===== config.mk =====
export PLATFORM = sky130hd
export DESIGN_NAME = phase_sequencer_flat
export DESIGN_NICKNAME = d
export VERILOG_FILES = /design/src/rtl/phase_sequencer_pkg.sv /design/src/rtl/phase_sequencer_if.sv /design/src/rtl/phase_sequencer_onehot_dec.sv /design/src/rtl/phase_sequencer.sv /design/src/flat_wrapper.sv
export SDC_FILE = /design/constraint.sdc
export NUM_CORES = 1
export LEC_CHECK = 0
export CELL_PAD_IN_SITES_DETAIL_PLACEMENT = 0
export CELL_PAD_IN_SITES_GLOBAL_PLACEMENT = 1
export CORE_MARGIN = 2
export CORE_UTILIZATION = 36
export CTS_BUF_LIST = sky130_fd_sc_hd__clkbuf_16
export DETAILED_ROUTE_END_ITERATION = 8
export GPL_TIMING_DRIVEN = 0
export PLACE_DENSITY = 0.81
export REMOVE_ABC_BUFFERS = 1
export SLEW_MARGIN = 20
export SYNTH_ARGS = -nofsm -noshare
export SYNTH_HDL_FRONTEND = slang
export SYNTH_HIERARCHICAL = 1
export SYNTH_SLANG_ARGS = --single-unit

===== constraint.sdc =====
create_clock -name clk -period 1.94 [get_ports clk]
set_clock_uncertainty 0.05 [all_clocks]
set_input_delay 0.388 -clock clk [delete_from_list [all_inputs] [get_ports clk]]
set_output_delay 0.388 -clock clk [all_outputs]
set_load 0.01 [all_outputs]

===== src/rtl/phase_sequencer_pkg.sv =====
`default_nettype none
// ============================================================================
// Module   : phase_sequencer_pkg
// Purpose  : Shared constants for the phase sequencer. These are the sequencer
//            state encoding and the two halt-mode selector values.
// Revision : 1.0 - initial release
// ============================================================================
package phase_sequencer_pkg;

    typedef logic [1:0] state_t;

    localparam state_t c_st_run    = 2'd0;
    localparam state_t c_st_halted = 2'd1;
    localparam state_t c_st_step   = 2'd2;

    // Halt-mode selector values for the HALT_MODE parameter
    localparam int c_halt_mode_boundary  = 0;
    localparam int c_halt_mode_immediate = 1;

endpackage : phase_sequencer_pkg
`default_nettype wire


===== src/rtl/phase_sequencer_if.sv =====
`default_nettype none
// ============================================================================
// Module   : phase_sequencer_if
// Purpose  : Control and status bundle of the phase sequencer.
//            master : drives halt/step, observes phase and status outputs
//            slave  : the sequencer itself
//   halt        level request to stop
//   step        single-step request while halted
//   phase_pulse one-hot phase enables
//   phase_idx   index of the phase emitted next
//   cycle_done  marks the last phase of an instruction cycle
//   halted      sequencer is in the halted state
//   cycle_count completed instruction cycles
// Revision : 1.0 - initial release
// ============================================================================
interface phase_sequencer_if #(
    parameter int NUM_PHASES = 3,
    parameter int CNT_W      = 16
);
    localparam int IDX_W = $clog2(NUM_PHASES);

    logic                  halt;
    logic                  step;
    logic [NUM_PHASES-1:0] phase_pulse;
    logic [IDX_W-1:0]      phase_idx;
    logic                  cycle_done;
    logic                  halted;
    logic [CNT_W-1:0]      cycle_count;

    modport master (
        output halt, step,
        input  phase_pulse, phase_idx, cycle_done, halted, cycle_count
    );

    modport slave (
        input  halt, step,
        output phase_pulse, phase_idx, cycle_done, halted, cycle_count
    );

endinterface : phase_sequencer_if
`default_nettype wire


===== src/rtl/phase_sequencer_onehot_dec.sv =====
`default_nettype none
// ============================================================================
// Module   : phase_sequencer_onehot_dec
// Purpose  : Binary phase index to one-hot phase vector. An index outside
//            0..NUM_PHASES-1 decodes to all zeros.
//   i_idx     phase index
//   o_onehot  one-hot phase vector
// Revision : 1.0 - initial release
// ============================================================================
module phase_sequencer_onehot_dec #(
    parameter int NUM_PHASES = 3,
    parameter int IDX_W      = 2
) (
    input  wire logic [IDX_W-1:0]      i_idx,
    output logic      [NUM_PHASES-1:0] o_onehot
);

    for (genvar i = 0; i < NUM_PHASES; i++) begin : g_bit
        assign o_onehot[i] = (i_idx == IDX_W'(i));
    end

endmodule : phase_sequencer_onehot_dec
`default_nettype wire


===== src/rtl/phase_sequencer.sv =====
`default_nettype none
// ============================================================================
// Module   : phase_sequencer
// Purpose  : Multi-phase clock-enable generator. Emits NUM_PHASES mutually
//            exclusive one-cycle phase pulses per instruction cycle. It
//            supports halting at the cycle boundary or immediately,
//            single-stepping, and a completed-cycle counter.
//   clk    system clock, all logic on the rising edge
//   rst_n  synchronous reset, active low
//   bus    phase_sequencer_if.slave: halt/step in; phase_pulse, phase_idx,
//          cycle_done, halted, cycle_count out (all registered)
// Revision : 1.0 - initial release
// ============================================================================
module phase_sequencer
    import phase_sequencer_pkg::*;
#(
    parameter int NUM_PHASES    = 3,
    parameter int HALT_MODE     = 0,
    parameter int START_RUNNING = 1,
    parameter int CNT_W         = 16
) (
    input wire logic          clk,
    input wire logic          rst_n,
    phase_sequencer_if.slave  bus
);

    localparam int IDX_W = $clog2(NUM_PHASES);

    localparam logic [IDX_W-1:0] c_last_idx  = IDX_W'(NUM_PHASES - 1);
    localparam logic             c_immediate = (HALT_MODE == c_halt_mode_immediate);
    localparam state_t           c_st_reset  = (START_RUNNING != 0) ? c_st_run : c_st_halted;

    state_t                r_state;
    logic [IDX_W-1:0]      r_idx;
    logic [NUM_PHASES-1:0] r_pulse;
    logic                  r_done;
    logic [CNT_W-1:0]      r_count;

    state_t                w_state_next;
    logic                  w_emit;
    logic                  w_is_last;
    logic                  w_idx_legal;
    logic [IDX_W-1:0]      w_idx_next;
    logic [NUM_PHASES-1:0] w_dec;

    phase_sequencer_onehot_dec #(
        .NUM_PHASES (NUM_PHASES),
        .IDX_W      (IDX_W)
    ) u_dec (
        .i_idx    (r_idx),
        .o_onehot (w_dec)
    );

    assign w_is_last  = (r_idx == c_last_idx);
    assign w_idx_next = w_is_last ? '0 : r_idx + 1'b1;

    // With a power-of-two phase count every index is legal. Otherwise
    // codes past the last phase can only appear through corruption.
    if ((1 << IDX_W) == NUM_PHASES) begin : g_idx_pow2
        assign w_idx_legal = 1'b1;
    end else begin : g_idx_npow2
        assign w_idx_legal = (r_idx <= c_last_idx);
    end

    // Next-state and emit decision. The decision takes effect on the
    // registered outputs at the following edge.
    always_comb begin
        w_state_next = r_state;
        w_emit       = 1'b0;
        case (r_state)
            c_st_run: begin
                // Boundary mode only honours halt before phase 0, so a
                // started cycle always runs to completion.
                if (bus.halt && (c_immediate || (r_idx == '0))) begin
                    w_state_next = c_st_halted;
                end else begin
                    w_emit = 1'b1;
                end
            end
            c_st_halted: begin
                if (!bus.halt) begin
                    w_state_next = c_st_run;
                end else if (bus.step) begin
                    w_state_next = c_st_step;
                end
            end
            c_st_step: begin
                // A step is one phase in immediate mode, or the remainder of
                // the cycle in boundary mode. Step requests that arrive here
                // are ignored. If halt has dropped by the last stepped phase,
                // running continues without a gap.
                w_emit = 1'b1;
                if (c_immediate || w_is_last) begin
                    w_state_next = bus.halt ? c_st_halted : c_st_run;
                end
            end
            default: begin
                w_state_next = c_st_halted;
            end
        endcase
    end

    always_ff @(posedge clk) begin
        if (!rst_n) begin
            r_state <= c_st_reset;
            r_idx   <= '0;
            r_pulse <= '0;
            r_done  <= 1'b0;
            r_count <= '0;
        end else begin
            r_state <= w_state_next;
            r_pulse <= '0;
            r_done  <= 1'b0;
            if (!w_idx_legal) begin
                r_idx <= '0;
            end else if (w_emit) begin
                r_pulse <= w_dec;
                r_idx   <= w_idx_next;
                if (w_is_last) begin
                    r_done  <= 1'b1;
                    r_count <= r_count + 1'b1;
                end
            end
        end
    end

    assign bus.phase_pulse = r_pulse;
    assign bus.phase_idx   = r_idx;
    assign bus.cycle_done  = r_done;
    assign bus.halted      = (r_state == c_st_halted);
    assign bus.cycle_count = r_count;

endmodule : phase_sequencer
`default_nettype wire


===== src/flat_wrapper.sv =====
// flat-port wrapper written by rule: the top's interface ports become plain ports
module phase_sequencer_flat import phase_sequencer_pkg::*;
#(
    parameter int NUM_PHASES    = 3,
    parameter int HALT_MODE     = 0,
    parameter int START_RUNNING = 1,
    parameter int CNT_W         = 16
)
  (clk, rst_n, bus_halt, bus_step, bus_phase_pulse, bus_phase_idx, bus_cycle_done, bus_halted, bus_cycle_count);
  phase_sequencer_if #(.NUM_PHASES(NUM_PHASES), .CNT_W(CNT_W)) bus_i ();
  input wire logic clk;
  input wire logic rst_n;
  input wire logic [$bits(bus_i.halt)-1:0] bus_halt;
  input wire logic [$bits(bus_i.step)-1:0] bus_step;
  output wire logic [$bits(bus_i.phase_pulse)-1:0] bus_phase_pulse;
  output wire logic [$bits(bus_i.phase_idx)-1:0] bus_phase_idx;
  output wire logic [$bits(bus_i.cycle_done)-1:0] bus_cycle_done;
  output wire logic [$bits(bus_i.halted)-1:0] bus_halted;
  output wire logic [$bits(bus_i.cycle_count)-1:0] bus_cycle_count;
  assign bus_i.halt = bus_halt;
  assign bus_i.step = bus_step;
  assign bus_phase_pulse = bus_i.phase_pulse;
  assign bus_phase_idx = bus_i.phase_idx;
  assign bus_cycle_done = bus_i.cycle_done;
  assign bus_halted = bus_i.halted;
  assign bus_cycle_count = bus_i.cycle_count;
  phase_sequencer #(.NUM_PHASES(NUM_PHASES), .HALT_MODE(HALT_MODE), .START_RUNNING(START_RUNNING), .CNT_W(CNT_W)) u_core (.clk(clk), .rst_n(rst_n), .bus(bus_i));
endmodule

After elaboration in Yosys (flattened, before gate mapping)
Index checks and enable logic that the tools add are counted.

word-level totals
  register bits after elaboration = 24
  bits in latches = 0
  memory bits (writable) = 0
  memory bits (read-only) = 0
  output and inout bits = 23
  word-level logic and storage cells = 32
  memories = 0

cells by class
  add/sub/neg operators = 2
  multiply operators = 0
  divide/modulo/power cells = 0
  order comparisons = 1
  equal/unequal tests = 7
  shift operators = 0
  multiplexer cells = 10
  bitwise logic cells = 0
  reduce and logical (&&, ||, !) cells = 7

operators by type and width
  kind                   count
  $add 16x1->16 const B  1
  $mux 2                 5
  $reduce_and 3->1       3
  $pmux 2 s3             1
  $eq 2x1->1 const B     2
  $eq 2x2->1 const B     2
  $logic_not 2->1        2
  $ne 2x1->1 const B     2
  $mux 1                 3
  $ne 3x3->1 const B     1
  $add 2x1->2 const B    1
  $le 2x2->1 const B     1
  $pmux 1 s2             1
  $reduce_and 2->1       1
  $logic_and 1x1->1      1

Longest topological paths before layout
  depth in word-level cells = 5
  depth in mapped cells = 8
  gate-level depth less buffers = 6

By module
The synthesis kept the hierarchy.

modules (own cells, without submodules)
  module                      instances  cells an instance  area an instance (µm²)
  phase_sequencer             1          132                1149.9
  phase_sequencer_onehot_dec  1          3                  18.8

Worst setup path before layout
OpenSTA, ideal clock, no wires.

  path kind = register -> register
  start = register u_core.r_count[4] (netlist: u_core/bus.cycle_count[4])
  end = register u_core.r_count[11] (netlist: u_core/bus.cycle_count[11])
  library setup time = 0.072 ns
  arrival time = 1.758 ns
  path slack = 0.059 ns
  cell stages (with the launch flop) = 5
  path buffers = 0
  period minus slack after synthesis = 1.881 ns
  path through = dfxtp_1 > nand4_2 > or4_4 > or4_1 > a21oi_1

between the ends
  cells in the longest elaborated chain, start to end = 1

RTL lines
  item                    line                    RTL
  start, declared         phase_sequencer.sv:37   logic [CNT_W-1:0] r_count;
  start signal, assigned  phase_sequencer.sv:121  r_count <= r_count + 1'b1;
  $add 16x1->16           phase_sequencer.sv:121

Every way passes these cells.
A chain may end at the register's enable or synchronous reset.

Final worst setup path
  start = register u_core.r_state[1]
  end = output port bus_halted

between the ends
  cells in the longest elaborated chain, start to end = 1

RTL lines
  item                    line                    RTL
  start, declared         phase_sequencer.sv:33   state_t r_state;
  start signal, assigned  phase_sequencer.sv:105  r_state <= c_st_reset;
  start signal, assigned  phase_sequencer.sv:111  r_state <= w_state_next;
  $eq 2x1->1              phase_sequencer.sv:130  assign bus.halted = (r_state == c_st_halted);
  end, declared           flat_wrapper.sv:18      output wire logic [$bits(bus_i.halted)-1:0] bus_halted;

Every way passes these cells.

==> impl_metrics.py <==
metrics = {
    "worst_setup_path": {
        "startpoint_type": "register",
        "r2r-end": "u_core/bus.cycle_count[11]$_SDFFE_PN0P_",
        "r2r_cells": 4,
        "crit_chain": "inv_1, ha_1, clkdlybuf4s50_1",
        "crit_path_end_kind": "output port",
        "worst_ep_arrival_time_ps": 1450,
        "worstSetupStartpoint": "u_core/r_state[1]$_SDFFE_PN0P_",
        "critPathMaxStageDelay_ps": 550,
        "timing.rr.start": "u_core/bus.cycle_count[3]$_SDFFE_PN0P_",
        "r2r_setup_slack_ps": 90,
        "crit_fanout": 4,
        "critPathCapture": "bus_halted",
        "critPathRequiredTime_ps": 1500,
        "criticalPathCategory": "register to output port",
        "cpMaxStageDelayCell": "clkdlybuf4s50_1",
    },
    "power_and_ir_drop": {
        "power_leakage_uw": 0.0005297,
        "power_density_nw_per_um2": 921.0,
        "ir_drop_mv": 0.5903,
    },
    "timing": {
        "fin_crit_ps": 1892,
        "fmax_ghz": 0.5285,
        "fin_crit_sh": 0.9754,
        "slew-limit-headroom": 0.7562,
        "final_max_slew_viol_count": 0,
        "worstMarginPinSlew_ps": 362.3,
        "setup_violations": 0,
        "rsz0062_at_grt": "true",
        "hold_violations": 0,
    },
    "clock_tree": {
        "cts_tree": "done",
        "clock_latency_ps": 250,
        "path_clk_slew_ps": 60,
        "clock_path_buffers": 2,
        "clockRootBuffer": "clkbuf_16",
        "cts.sinks": 24,
        "holdBufCountCts": 0,
        "cts_made_buffers": 3,
        "htreeDepth": 1,
    },
    "synthesis": {
        "synthDistinctLibCells": 35,
        "ys_ff_latch": 24,
        "synthMuxAreaShare": 0.03533,
        "synth.avg_cell_area_um2": 8.656,
        "synth_compound_area_frac": 0.1017,
        "synth-warning-count": 6,
        "synth_seq_area_share": 0.4111,
        "synthArstFlopShare": 0,
        "synthAdderAreaFrac": 0.04283,
        "synth-xor-area-share": 0.05246,
        "synth_area_um2": 1169,
        "netlist_instances": 135,
        "synth_simple_gate_area_frac": 0.3276,
        "synth_top_family_by_area": "simple AND/OR/NAND/NOR gates",
        "synth_flop_cell": "dfxtp_1",
        "synth-edff-count": 0,
    },
    "global_routing": {
        "track_usage": 0.1535,
        "grt_antenna_before_repair": 0,
        "grt_pass1_wl_mm": 4.305,
        "gr-total-overflow": 0,
        "grt_max_degree": 20,
        "grt_pass1_vias": 979,
    },
    "route": {
        "num_vias": 1050,
        "wire_per_inst_um": 12.02,
        "drtPass1Iterations": 4,
        "vias_per_cell": 5.097,
        "postRouteAntennaNets": 0,
        "drt-total-wl_mm": 2.477,
        "drt_iter0_drc": 22,
        "drc": 0,
    },
    "placed_design": {
        "dp.cells": 201,
        "dp_hpwl_mm": 1.777,
        "place_congestion": 0.7681,
        "io_buffers": 26,
    },
    "run_status": {
        "status": "finished clean",
    },
    "floorplanning": {
        "core_area_um2": 3078,
        "die_x_um": 60.98,
        "start_util": 0.3797,
        "row_count": 20,
        "die-area_um2": 3718,
        "die_height_um": 60.98,
        "ioPinCount": 27,
    },
    "min_path": {
        "hp-class": "register to register",
    },
    "layout": {
        "n_antenna_cell": 0,
        "final_cells": 206,
        "final_nets": 171,
        "final_util": 0.5289,
        "syn_to_final_growth_pct": 39.29,
        "layout-drive-gt1-share": 0.1420,
    },
    "flow_run": {
        "maxCapViolCount": 0,
    },
}
registers in the layout, summed over array words and instances, names as in the netlist:
| name | count |
|---|---|
| u_core/bus.phase_pulse | 3 |
| u_core/bus.phase_idx | 2 |
| u_core/bus.cycle_count | 16 |
| u_core/r_state | 2 |
| u_core/bus.cycle_done | 1 |
synth_stat cells, drive strengths merged (2+ instances only):
master  count  area share
a211oi      3       0.019
a21oi       8       0.034
and2        3       0.016
and2b       2       0.015
clkbuf      4       0.013
clkinv      2      0.0064
dfxtp      24        0.41
ha          4       0.043
inv         3      0.0096
mux2i       3       0.026
nand2      10       0.032
nand2b      4       0.021
nand3       7       0.034
nand4       3       0.021
nor2       13       0.042
nor2b       3       0.016
nor3        4       0.017
nor4        4       0.021
o21ai       5       0.021
o31ai       3       0.019
or2         2       0.011
or3         4       0.021
or4         3       0.022
xnor2       6       0.045
stage by stage:
step	setup WS, ps	area, µm²	power, µW	setup TNS [ps]	hold slack [ps]
2_1_floorplan	53.32	1154	776.7	0	442.7
3_5_place_dp	-324.9	1469	897.6	-1837	422.6
4_1_cts	10.48	1588	1491	0	431.1
6_report	47.76	1628	1499	0	425.9
5_1_grt	-26.09	1628	1571	-59.80	466.0
3_3_place_gp	-274.9	1469	886.1	-1278	408.8
logic make-up after synthesis:
family,after synthesis
compound gates,20
simple gates,67
flops,24
mux,4
fa+ha+maj,4
buf+inv,9
xor+xnor,7
per-layer routing:
layer | up-vias | part of all wire | GRT usage | routed length (µm)
met3 | 2 | 0.030 | 0.02772 | 75
met5 | - | 0 | 0 | 0
met2 | 15 | 0.47 | 0.2427 | 1153
li1 | 534 | - | - | -
met4 | 0 | 0.011 | 0.05590 | 27
met1 | 499 | 0.49 | 0.2096 | 1220
report_power, final:
part	leakage [µW]	total [µW]	internal, µW	switching [µW]
Sequential	0.000197	565	526	39.2
Clock	0.0000511	575	410	165
Combinational	0.000282	359	166	193
Total	0.000530	1500	1100	398
final cells by class:
| class | instances | area (µm²) |
|---|---|---|
| tap | 44 | 55.05 |
| sequential | 24 | 488.0 |
| multi-input combinational | 102 | 691.9 |
| clock buffer | 3 | 75.07 |
| inverter | 5 | 20.02 |
| clock inverter | 1 | 30.03 |
| fill | 291 | 1450 |
| timing repair buffer | 27 | 267.8 |
how the worst min path moves through the flow:
stage / start / endpoint / slack (ps) / cells past startpoint
2_1_floorplan: u_core/r_state[0]$_SDFFE_PN0P_ / u_core/r_state[0]$_SDFFE_PN0P_ / 440 / 2
3_3_place_gp: u_core/bus.cycle_count[15]$_SDFFE_PN0P_ / u_core/bus.cycle_count[15]$_SDFFE_PN0P_ / 410 / 2
3_5_place_dp: u_core/bus.cycle_count[15]$_SDFFE_PN0P_ / u_core/bus.cycle_count[15]$_SDFFE_PN0P_ / 420 / 2
4_1_cts: u_core/bus.cycle_count[15]$_SDFFE_PN0P_ / u_core/bus.cycle_count[15]$_SDFFE_PN0P_ / 430 / 2
5_1_grt: u_core/bus.cycle_count[15]$_SDFFE_PN0P_ / u_core/bus.cycle_count[15]$_SDFFE_PN0P_ / 470 / 2
6_report: u_core/bus.cycle_count[15]$_SDFFE_PN0P_ / u_core/bus.cycle_count[15]$_SDFFE_PN0P_ / 430 / 2
what timing repair did:
item,4_1_cts,5_1_grt
setup endpoints to repair,14,7
pin swaps,0,1
gates resized for setup,6,8
setup buffers,0,1
worst max-delay path: cells and delay by family, from the launching register on:
kind | cells | cell delay (ps)
DFF | 1 | 330
adders and majority gates | 1 | 220
buffers and inverters | 2 | 650
cell usage in the layout (no fill, tap or decap), types with 4 or more instances in the layout:
cell             count
clkdlybuf4s50_1     26
dfxtp_1             20
nor2_1              12
nand2_1             10
a21oi_1              8
xnor2_1              6
o21ai_0              5
nand3_1              5
or3_1                4
nor3_1               4
nor4_1               4
Power figures use the tool's default switching activity.
